## src/rtl/autoencoder_sequencer.sv

```systemverilog
// autoencoder_sequencer: instruction fetch/decode sequencer driving the ALU, activation and memory strobes
module autoencoder_sequencer (
    input  logic        clock,
    input  logic        reset,
    input  logic        start,
    input  logic        hold,
    input  logic [7:0]  loop_count,
    input  logic [15:0] instr_in,
    output logic [15:0] pc,
    output logic        write_enable_mem,
    output logic        enable_ALU,
    output logic        enable_sel_mem,
    output logic [1:0]  dest_control,
    output logic [1:0]  op_select,
    output logic        operand2_sel,
    output logic        busy,
    output logic        done,
    output logic        illegal,
    output logic [15:0] ir
);
    typedef enum logic [2:0] {S_IDLE, S_FETCH, S_DECODE, S_EXEC, S_WB, S_DONE} state_t;
    state_t      r_state, w_state;
    logic [15:0] r_pc, w_pc, r_ir, w_ir;
    logic [7:0]  r_cnt, w_cnt;
    logic        r_ill, w_ill, r_held;
    logic        r_we, r_alu, r_sel, r_o2, r_busy, r_done;
    logic [1:0]  r_dest, r_op;
    logic [3:0]  w_op, w_dec;
    logic        w_xw, w_run;
    assign w_dec = instr_in[15:12];
    // r_held makes the first cycle after hold release replay the frozen state
    assign w_run = !hold && !r_held;
    // next-state, pc, ir, loop counter and illegal flag
    always_comb begin
        w_state = r_state;
        w_pc    = r_pc;
        w_ir    = r_ir;
        w_cnt   = r_cnt;
        w_ill   = r_ill;
        if (w_run) begin
            case (r_state)
                S_IDLE, S_DONE: if (start) begin
                    w_state = S_FETCH;
                    w_pc    = 16'h0000;
                    w_cnt   = loop_count;
                    w_ill   = 1'b0;
                end
                S_FETCH: w_state = S_DECODE;
                S_DECODE: begin
                    w_ir = instr_in;
                    if (w_dec >= 4'h1 && w_dec <= 4'h7) w_state = S_EXEC;
                    else if (w_dec == 4'hF) w_state = S_DONE;
                    else begin
                        w_state = S_FETCH;
                        if (w_dec == 4'hA && r_cnt != 8'd0) begin
                            w_cnt = r_cnt - 8'd1;
                            w_pc  = {8'h00, instr_in[11:4]};
                        end else w_pc = r_pc + 16'd1;
                        if (w_dec != 4'h0 && w_dec != 4'hA) w_ill = 1'b1;
                    end
                end
                S_EXEC: w_state = S_WB;
                S_WB: begin
                    w_state = S_FETCH;
                    w_pc    = r_pc + 16'd1;
                end
                default: w_state = S_IDLE;
            endcase
        end
    end
    assign w_op = w_ir[15:12];
    assign w_xw = (w_state == S_EXEC) || (w_state == S_WB);
    // state plus outputs registered from the next state, strobes masked while held
    always_ff @(posedge clock or posedge reset) begin
        if (reset) begin
            r_state <= S_IDLE;
            r_pc    <= '0;
            r_ir    <= '0;
            r_cnt   <= '0;
            r_ill   <= 1'b0;
            r_held  <= 1'b0;
            r_we    <= 1'b0;
            r_alu   <= 1'b0;
            r_sel   <= 1'b0;
            r_o2    <= 1'b0;
            r_busy  <= 1'b0;
            r_done  <= 1'b0;
            r_dest  <= '0;
            r_op    <= '0;
        end else begin
            r_state <= w_state;
            r_pc    <= w_pc;
            r_ir    <= w_ir;
            r_cnt   <= w_cnt;
            r_ill   <= w_ill;
            r_held  <= hold;
            r_we    <= !hold && w_state == S_WB;
            r_alu   <= !hold && w_xw;
            r_sel   <= !hold && w_state == S_EXEC;
            r_o2    <= w_xw && w_op >= 4'h4;
            r_busy  <= w_state inside {S_FETCH, S_DECODE, S_EXEC, S_WB};
            r_done  <= w_state == S_DONE;
            r_dest  <= (w_xw && w_op >= 4'h5) ? w_op[1:0] : 2'b00;
            r_op    <= !w_xw ? 2'b00 : w_op == 4'h2 ? 2'b01 : w_op == 4'h3 ? 2'b10 : 2'b00;
        end
    end
    assign pc               = r_pc;
    assign ir               = r_ir;
    assign illegal          = r_ill;
    assign write_enable_mem = r_we;
    assign enable_ALU       = r_alu;
    assign enable_sel_mem   = r_sel;
    assign operand2_sel     = r_o2;
    assign busy             = r_busy;
    assign done             = r_done;
    assign dest_control     = r_dest;
    assign op_select        = r_op;
endmodule
```

## config.mk

```make
export PLATFORM = sky130hd
export DESIGN_NAME = autoencoder_sequencer
export DESIGN_NICKNAME = d
export VERILOG_FILES = /design/src/rtl/autoencoder_sequencer.sv
export SDC_FILE = /design/constraint.sdc
export NUM_CORES = 1
export LEC_CHECK = 0
export ABC_AREA = 1
export CAP_MARGIN = 20
export CORE_ASPECT_RATIO = 1.5
export CORE_UTILIZATION = 40
export DETAILED_ROUTE_END_ITERATION = 12
export PLACE_DENSITY = 0.65
export SLEW_MARGIN = 20
export SYNTH_ARGS = -nofsm -noshare
export SYNTH_HDL_FRONTEND = slang
export SYNTH_SLANG_ARGS = --single-unit
```

## constraint.sdc

```tcl
create_clock -name clock -period 3.58 [get_ports clock]
set_input_delay 0.716 -clock clock [delete_from_list [all_inputs] [get_ports clock]]
set_output_delay 0.716 -clock clock [all_outputs]
set_load 0.05 [all_outputs]
```

==> run metrics, run 1 <==
status=finished clean; antenna violations before repair=0; CP Max Fanout=22; number of global-route vias before repair=2803; Synth Area in Compound Gates=8.24%; TritonCTS Buffers=5; Leak=1.93 nW; Slew @ Worst Pin=0.570 ns; n_diodes=0; class of the most critical setup path=input pin to flop; root buf cell=clkbuf_16; synthesized area=3130 um^2; VDD IR max=0.447 mV; Residual DRC=0; DP HPWL=5560 um; Setup Skew=0.00938 ns; row count=39; Worst Path Arrival=2.55 ns; CP Launch Type=input pin; internal power=1.72 mW; nets@finish=518; detailed-route via count=2868; overall routing resource usage=19.3%; initial core utilization=41.1%; Hold Vio Cnt, Final=0; height of the die=110 um; fmax=419 MHz; Post-CTS Setup Repair Bufs=0; Setup Viol. Count Final=0; sequential share of power=30.2%; vias per std cell=4.86; Synth Net Count=446; Synth Area in Simple Gates=33.8%; Net Sw Frac=44.8%; Synth cell types=31; largest net degree at the start of global routing=29; Worst slew margin=61.9%; largest family of logic cells by synthesized area=simple AND/OR/NAND/NOR gates; post-cts hold buffer count=0; Initial DRC Count=128; post-cts sizing count=0; Post-synth EDFFs=0; Clock power frac=19.9%; buffers added on ports=70; Die Area=8190 um^2; critical path endpoint category=flop; clock tree sinks=55; DRT antenna net count=0; Net Switching=1.40 mW; Tcrit/Tclk final=66.6%; Avg Cell Area, Syn=7.54 um^2; max-cap viol count=0; synth-to-layout area growth=31.2%; Synth Area in XOR/XNOR=1.40%; I/O Pins=71; worst hold path class=flop to flop; Clock Pin Slew Worst Setup and Hold Paths=0.07 ns; total negative setup slack=0 ns; RSZ-0062 raised after global routing=no; DR WL/cell=12.5 um; Synth warnings=0; FF+latch count, synth=55; H-tree depth=2; Total Wirelength=7380 um; combinational fraction of design power=49.8%; Final min period=2.39 ns; grt total ovfl=0; Pre-antenna DRT Iters=4; Layout Utilization=53.9%; share of cells above drive strength 1=10.2%; sequential area share after synthesis=44.0%; CTS tree=yes; worst path required time=3.75 ns; Power Dens Cells=761 nW/um^2; Post-Synth Adder-Cell Area=1.20%; clock tree buffer depth=2; mux contribution to synthesized area=3.60%; top_reg_cell synth=dfrtp_1; floorplan die width=74.2 um; RePlAce Congestion=0.855; Core ar.=7610 um^2; clock latency at the later pin of the worst-skew pair=0.29 ns; Slew Viols, Final=0; global-route wire length before repair=12200 um; FFs w/ async S/R, synth=100%; Post-Syn Instances=415
## final cells by class
cell class | instances | area [um^2]
inverters | 50 | 188
clock buffers | 6 | 129
well taps | 102 | 128
clock inverters | 2 | 60.1
fillers | 747 | 3510
repair buffers | 72 | 716
multi-input cells | 303 | 1510
flip-flops and latches | 55 | 1380
## cell usage in the layout, fill, tap and decap left out, types with 8 or more instances in the layout
| cell | netlist | final |
|---|---|---|
| nand2_1 | 149 | 149 |
| clkdlybuf4s50_1 | 0 | 70 |
| dfrtp_1 | 55 | 55 |
| inv_1 | 44 | 43 |
| nor2_1 | 33 | 33 |
| nand3_1 | 31 | 31 |
| o21ai_0 | 25 | 25 |
| mux2_2 | 10 | 10 |
| o21ai_2 | 8 | 8 |
## worst max-delay path: stages
cell and delay (ns):
clkdlybuf4s50_1 0.51, nor2_2 0.27, nand2_2 0.32, o21ai_0 0.26
inv_1 0.08, nor2_2 0.14, inv_1 0.05, nand3_1 0.12
nor2_1 0.06
## cells in the mapped netlist, drive strengths merged, types with 2 or more instances
library cell,instances,area share [%]
a21oi,3,0.48
buf,7,1.8
dfrtp,55,44
ha,3,1.2
inv,50,6.0
mux2,10,3.6
nand2,155,19
nand3,32,5.3
nand4,7,1.4
nor2,40,6.3
nor3,5,0.96
o21ai,38,7.0
xnor2,3,0.84
xor2,2,0.56
## power groups by stage
| stage | clock [mW] | sequential (mW) | combinational (mW) |
|---|---|---|---|
| floorplan | 0 | 1.41 | 0.657 |
| global placement | 0 | 0.950 | 1.55 |
| detailed placement | 0 | 0.956 | 1.56 |
| CTS | 0.629 | 0.945 | 1.57 |
| global route | 0.649 | 0.965 | 1.69 |
| finish | 0.623 | 0.943 | 1.56 |
## metal layers
metal / global-route usage (%) / share of wire, % / up-vias
met1: 20.7 / 41 / 1335
met5: 0 / 0 / -
li1: - / - / 1453
met3: 1.91 / 3.0 / 13
met4: 7.28 / 1.8 / 0
met2: 37.7 / 54 / 67
## final timing paths
kind	to	slack (ns)	cells past startpoint	startpoint
max in group asynchronous	pc[14]	1.98	3	reset
setup / recovery	dest_control[0]	1.19	9	hold
hold / removal	ir[10]	0.48	2	ir[10]
setup reg to reg	dest_control[0]	1.36	10	r_state[2]
hold reg to reg	ir[10]	0.48	2	ir[10]
min in group asynchronous	ir[13]	0.81	2	reset
## cell families after synthesis
| family | count (synthesis) |
|---|---|
| flip-flops | 55 |
| adder cells (fa/ha/maj) | 3 |
| multiplexers | 10 |
| XOR/XNOR | 5 |
| buffers and inverters | 57 |
| AO/OA/AOI/OAI | 44 |
| AND/OR/NAND/NOR | 241 |
## sequential cells by signal, indices dropped and copies added, names as in the netlist, 2 cells and up
signal,count
r_state,3
pc,16
r_cnt,8
op_select,2
ir,16
dest_control,2
## metrics by stage
stage	worst slack [ns]	cell area, um^2	std cells	power [mW]	hold WS (ns)
after floorplan	1.52	3130	415	2.07	0.512
after global placement	0.986	3920	582	2.50	0.472
after detailed placement	0.884	3920	582	2.52	0.474
after CTS	1.18	4100	590	3.14	0.490
after global routing	1.00	4100	590	3.30	0.520
final	1.19	4100	590	3.12	0.485
Note: power is estimated with default switching activity, not from simulation.
==> run 2, diff against run 1 <==
PLACE_DENSITY = 0.68   (was 0.65)
clock period = 1.95 ns   (was 3.58 ns; I/O delays follow)
==> run metrics, run 2 (synthesis gave the netlist of run 1 again) <==
detailed-route via count=2956 (was 2868); Die Area=8190 um^2 (unchanged); row count=39 (unchanged); Register Area=1380 um^2 (unchanged); max-cap viol count=0 (unchanged); Setup Skew=0.00584 ns (was 0.00938 ns); share of cells above drive strength 1=17.5% (was 10.2%); Slew Viols, Final=0 (unchanged); RSZ-0062 raised after global routing=yes (was no); DR WL/cell=12.6 um (was 12.5 um); Worst Path Arrival=1.51 ns (was 2.55 ns); H-tree depth=2 (unchanged); VDD IR max=0.639 mV (was 0.447 mV); Final min period=1.90 ns; Tcrit/Tclk final=97.2%; status=finished clean (unchanged); floorplan die width=74.2 um (unchanged); Residual DRC=0 (unchanged); global-route wire length before repair=12500 um (was 12200 um); clock latency at the later pin of the worst-skew pair=0.29 ns (about the same); placed cell count=602 (was 582); leading cell type in the layout, fill and taps excluded=nand2_1 (unchanged); Total Wirelength=7700 um (was 7380 um); critical path endpoint category=output pin (was flop); number of global-route vias before repair=2844 (was 2803); post-cts hold buffer count=0 (unchanged); internal power=3.21 mW (was 1.72 mW); family with the most delay on the worst path=buffers and inverters (was simple AND/OR/NAND/NOR gates); crit-path max cell delay=0.82 ns (was 0.51 ns); buffers added on ports=70 (unchanged); pre-CTS setup slack=-0.149 ns (was 0.884 ns); Reg-to-Reg Start=r_cnt[1] (was r_state[2]); I/O Pins=71 (unchanged); Clock Pin Slew Worst Setup and Hold Paths=0.07 ns (about the same); commonest cells after routing, fill and taps aside=nand2_1, dfrtp_1, clkdlybuf4s50_1 (was nand2_1, clkdlybuf4s50_1, dfrtp_1); Tot Pwr=5.82 mW (was 3.12 mW); clock tree buffer depth=2 (unchanged); clock tree sinks=55 (unchanged); vias per std cell=4.83 (was 4.86); height of the die=110 um (unchanged); Hold Vio Cnt, Final=0 (unchanged); DP HPWL=5940 um (was 5560 um); root buf cell=clkbuf_16 (unchanged); Net Switching=2.61 mW (was 1.40 mW); Core ar.=7610 um^2 (unchanged); worst path bufs/invs=1 (was 3); combinational fraction of design power=53.2% (was 49.8%); setup slack, reg-to-reg=0.19 ns (was 1.36 ns); Pre-antenna DRT Iters=4 (unchanged); Layout Utilization=56.0% (was 53.9%); Fillers=742 (was 747); Setup Viol. Count Final=0 (unchanged); Power Dens Cells=1360 nW/um^2 (was 761 nW/um^2); fmax=528 MHz; grt total ovfl=0 (unchanged); placed cell area=4060 um^2 (was 3920 um^2); Worst slew margin=66.5% (was 61.9%); nets@finish=541 (was 518); fin cells=612 (was 590); Design Area, Final=4270 um^2 (was 4100 um^2); antenna violations before repair=0 (unchanged); CP Launch Type=flop (was input pin); TritonCTS Buffers=5 (unchanged); Net Sw Frac=44.8% (about the same); initial core utilization=41.1% (unchanged); sequential share of power=29.8% (was 30.2%); RePlAce Congestion=0.873 (was 0.855); CP Launch Point=pc[1] (was hold); critical path, cell by cell=clkdlybuf4s50_1 (was clkdlybuf4s50_1 -> nor2_2 -> nand2_2 -> o21ai_0 -> inv_1 -> nor2_2 -> inv_1 -> nand3_1 -> nor2_1); Clock power frac=17.0% (was 19.9%); setup slack after layout=0.0547 ns (was 1.19 ns); hold slack final=0.413 ns (was 0.485 ns); worst path required time=1.56 ns (was 3.75 ns); n_diodes=0 (unchanged); class of the most critical setup path=flop to output pin (was input pin to flop); DRT antenna net count=0 (unchanged); area of the multi-input gates=1510 um^2 (about the same); worst-path cell with the longest stage delay=clkdlybuf4s50_1 (unchanged); Initial DRC Count=183 (was 128); synth-to-layout area growth=36.4% (was 31.2%); total negative setup slack=0 ns (unchanged); Slew @ Worst Pin=0.500 ns (was 0.570 ns); CP Max Fanout=4 (was 22); Leak=2.07 nW (was 1.93 nW); overall routing resource usage=20.1% (was 19.3%); worst hold path class=input pin to asynchronous set/reset pin (was flop to flop); CTS tree=yes (unchanged); largest net degree at the start of global routing=22 (was 29)
-- run 2: layout make-up --
cell class,count,share of cell area (%)
tap,102,2.99
multi-input combinational,303,35.5
inverter,50,4.40
clock inverter,2,0.880
clock buffer,5,2.93
sequential,55,32.3
timing repair buffer,95,21.1
-- run 2: layer usage --
layer,wire length [um],GRT usage (%),vias up
met5,0,0,-
met4,136,8.24,0
met3,327,3.00,7
met2,4260,39.5,71
met1,2980,20.5,1375
li1,-,-,1503
-- run 2: power by group through the flow --
| stage | clock (mW) | sequential, mW | combinational [mW] |
|---|---|---|---|
| global route | 1.04 | 1.78 | 3.36 |
| global placement | 0 | 1.73 | 3.00 |
| finish | 0.988 | 1.73 | 3.10 |
| floorplan | 0 | 2.59 | 1.21 |
| CTS | 1.01 | 1.74 | 3.05 |
| detailed placement | 0 | 1.75 | 3.04 |
-- run 2: final timing paths --
kind	endpoint	depth (start not counted)
max in group asynchronous	dest_control[0]	3
hold reg to reg	ir[6]	2
hold / removal	ir[9]	2
setup / recovery	pc[1]	1
setup reg to reg	pc[2]	10
min in group clock	ir[6]	2
-- run 2: timing repair --
action / in CTS / in global routing
endpoints found under the setup margin: 0 / 5
gates resized for setup: 0 / 1
setup buffers: 0 / 3
==> run 3, diff against run 2 <==
CORE_UTILIZATION = 35   (was 40)
PLACE_DENSITY = 0.6   (was 0.68)
==> run metrics, run 3 (synthesis gave the netlist of run 1 again) <==
status=finished clean (unchanged); post-cts hold buffer count=0 (unchanged); R2R Path End=pc[4] (was pc[2]); critical path, cell by cell=clkdlybuf4s50_1 (unchanged); Fillers=883 (was 742); fmax=541 MHz (was 528 MHz); max-cap viol count=0 (unchanged); fin cells=617 (was 612); Tcrit/Tclk final=94.8% (was 97.2%); met3 WL=364 um (was 327 um); number of global-route vias before repair=2867 (was 2844); Die Area=9330 um^2 (was 8190 um^2); Total Wirelength=7670 um (was 7700 um); synth-to-layout area growth=35.5% (was 36.4%); uppermost layer routed=met4 (unchanged); I/O Pins=71 (unchanged); DP HPWL=6070 um (was 5940 um); commonest cells after routing, fill and taps aside=nand2_1, dfrtp_1, clkdlybuf4s50_1 (unchanged); Residual DRC=0 (unchanged); clock tree sinks=55 (unchanged); pre-CTS setup slack=-0.141 ns (was -0.149 ns); overall routing resource usage=17.6% (was 20.1%); DR WL/cell=12.4 um (was 12.6 um); Reg-to-Reg Start=r_cnt[1] (unchanged); detailed-route via count=2913 (was 2956); clock latency at the later pin of the worst-skew pair=0.29 ns (about the same); Initial DRC Count=103 (was 183); total negative setup slack=0 ns (unchanged); setup slack after layout=0.102 ns (was 0.0547 ns); setup slack, reg-to-reg=0.21 ns (was 0.19 ns); Slew Viols, Final=0 (unchanged); largest net degree at the start of global routing=24 (was 22); row count=41 (was 39); height of the die=118 um (was 110 um); TritonCTS Buffers=5 (unchanged); M1 wire length=2980 um (unchanged); Layout Utilization=49.8% (was 56.0%); Tot Pwr=5.66 mW (was 5.82 mW); root buf cell=clkbuf_16 (unchanged); Pre-antenna DRT Iters=4 (unchanged); CTS tree=yes (unchanged); clock tree buffer depth=2 (unchanged); Clock Pin Slew Worst Setup and Hold Paths=0.07 ns (about the same); critical path endpoint category=output pin (unchanged); Leak=2.08 nW (was 2.07 nW); hold slack final=0.430 ns (was 0.413 ns); global-route wire length before repair=12900 um (was 12500 um); Core ar.=8520 um^2 (was 7610 um^2); worst-path cell with the longest stage delay=clkdlybuf4s50_1 (unchanged); floorplan die width=79.2 um (was 74.2 um); crit-path max cell delay=0.81 ns (was 0.82 ns); worst hold path class=input pin to asynchronous set/reset pin (unchanged); RePlAce Congestion=0.854 (was 0.873); VDD IR max=0.671 mV (was 0.639 mV); Hold Vio Cnt, Final=0 (unchanged); Setup Viol. Count Final=0 (unchanged); placed cell count=609 (was 602); n_diodes=0 (unchanged); Final min period=1.85 ns (was 1.90 ns); share of cells above drive strength 1=17.3% (was 17.5%); RSZ-0062 raised after global routing=no (was yes); nets@finish=540 (was 541); buffers added on ports=70 (unchanged); Worst slew margin=65.9% (was 66.5%); Setup Skew=0.00573 ns (was 0.00584 ns); vias per std cell=4.72 (was 4.83); leading cell type in the layout, fill and taps excluded=nand2_1 (unchanged); class of the most critical setup path=flop to output pin (unchanged); Design Area, Final=4240 um^2 (was 4270 um^2); DRT antenna net count=0 (unchanged); worst path required time=1.56 ns (about the same); antenna violations before repair=0 (unchanged); Slew @ Worst Pin=0.509 ns (was 0.500 ns); worst path bufs/invs=1 (unchanged); family with the most delay on the worst path=buffers and inverters (unchanged); initial core utilization=36.7% (was 41.1%); CP Launch Type=flop (unchanged); placed cell area=4080 um^2 (was 4060 um^2); post-cts sizing count=0 (unchanged); CP Max Fanout=2 (was 4); grt total ovfl=0 (unchanged); Post-CTS Setup Repair Bufs=0 (unchanged); critical path depth in cells=1 (unchanged); Power Dens Cells=1340 nW/um^2 (was 1360 nW/um^2); H-tree depth=2 (unchanged); Worst Path Arrival=1.46 ns (was 1.51 ns); Register-to-Register Path Depth=10 (unchanged); routed wl met2=4160 um (was 4260 um)
## run 3: changes by cell type in the layout (fill, tap and decap cells not counted), sizes merged
cell	delta
buf	-1
bufinv	-1
clkbuf	+2
clkdlybuf4s50	-1
clkinv	+1
clkinvlp	-1
dlymetal6s2s	+1
## run 3: worst reg2reg max path, stage by stage, from the launching register on
cell and delay, ns:
dfrtp_1 0.37, inv_1 0.15, ha_1 0.17, nand3_1 0.11
o21ai_2 0.28, nand2_2 0.10, nand2_4 0.16, inv_1 0.11
o21ai_1 0.12, nand2_1 0.06, nand2_1 0.05
## run 3: worst max path at each step
stage | start | end | slack, ns
after floorplan | pc[0] | pc[12] | 0.08
after global placement | instr_in[15] | r_cnt[7] | -0.10
after detailed placement | instr_in[15] | r_cnt[1] | -0.14
after CTS | pc[1] | pc[1] | 0.04
after global routing | r_cnt[1] | pc[2] | 0.006
final | ir[12] | ir[12] | 0.10
## run 3: report_power, final
part | internal, mW | switching, mW
combinational | 1.06 | 1.96
clock | 0.515 | 0.393
sequential | 1.49 | 0.241
## run 3: cell type report
cell class                 count  area, um^2  area share, %
tap                          107         134           3.16
sequential                    55        1380           32.5
multi-input combinational    303        1510           35.6
inverter                      50         188           4.43
timing repair buffer          94         881           20.8
clock inverter                 1        8.76          0.207
clock buffer                   7         143           3.37
## run 3: per-layer routing
| metal | up-vias | global-route usage, % |
|---|---|---|
| li1 | 1498 | - |
| met1 | 1329 | 19.3 |
| met2 | 74 | 32.6 |
| met3 | 12 | 2.95 |
| met4 | 0 | 6.93 |
| met5 | - | 0 |
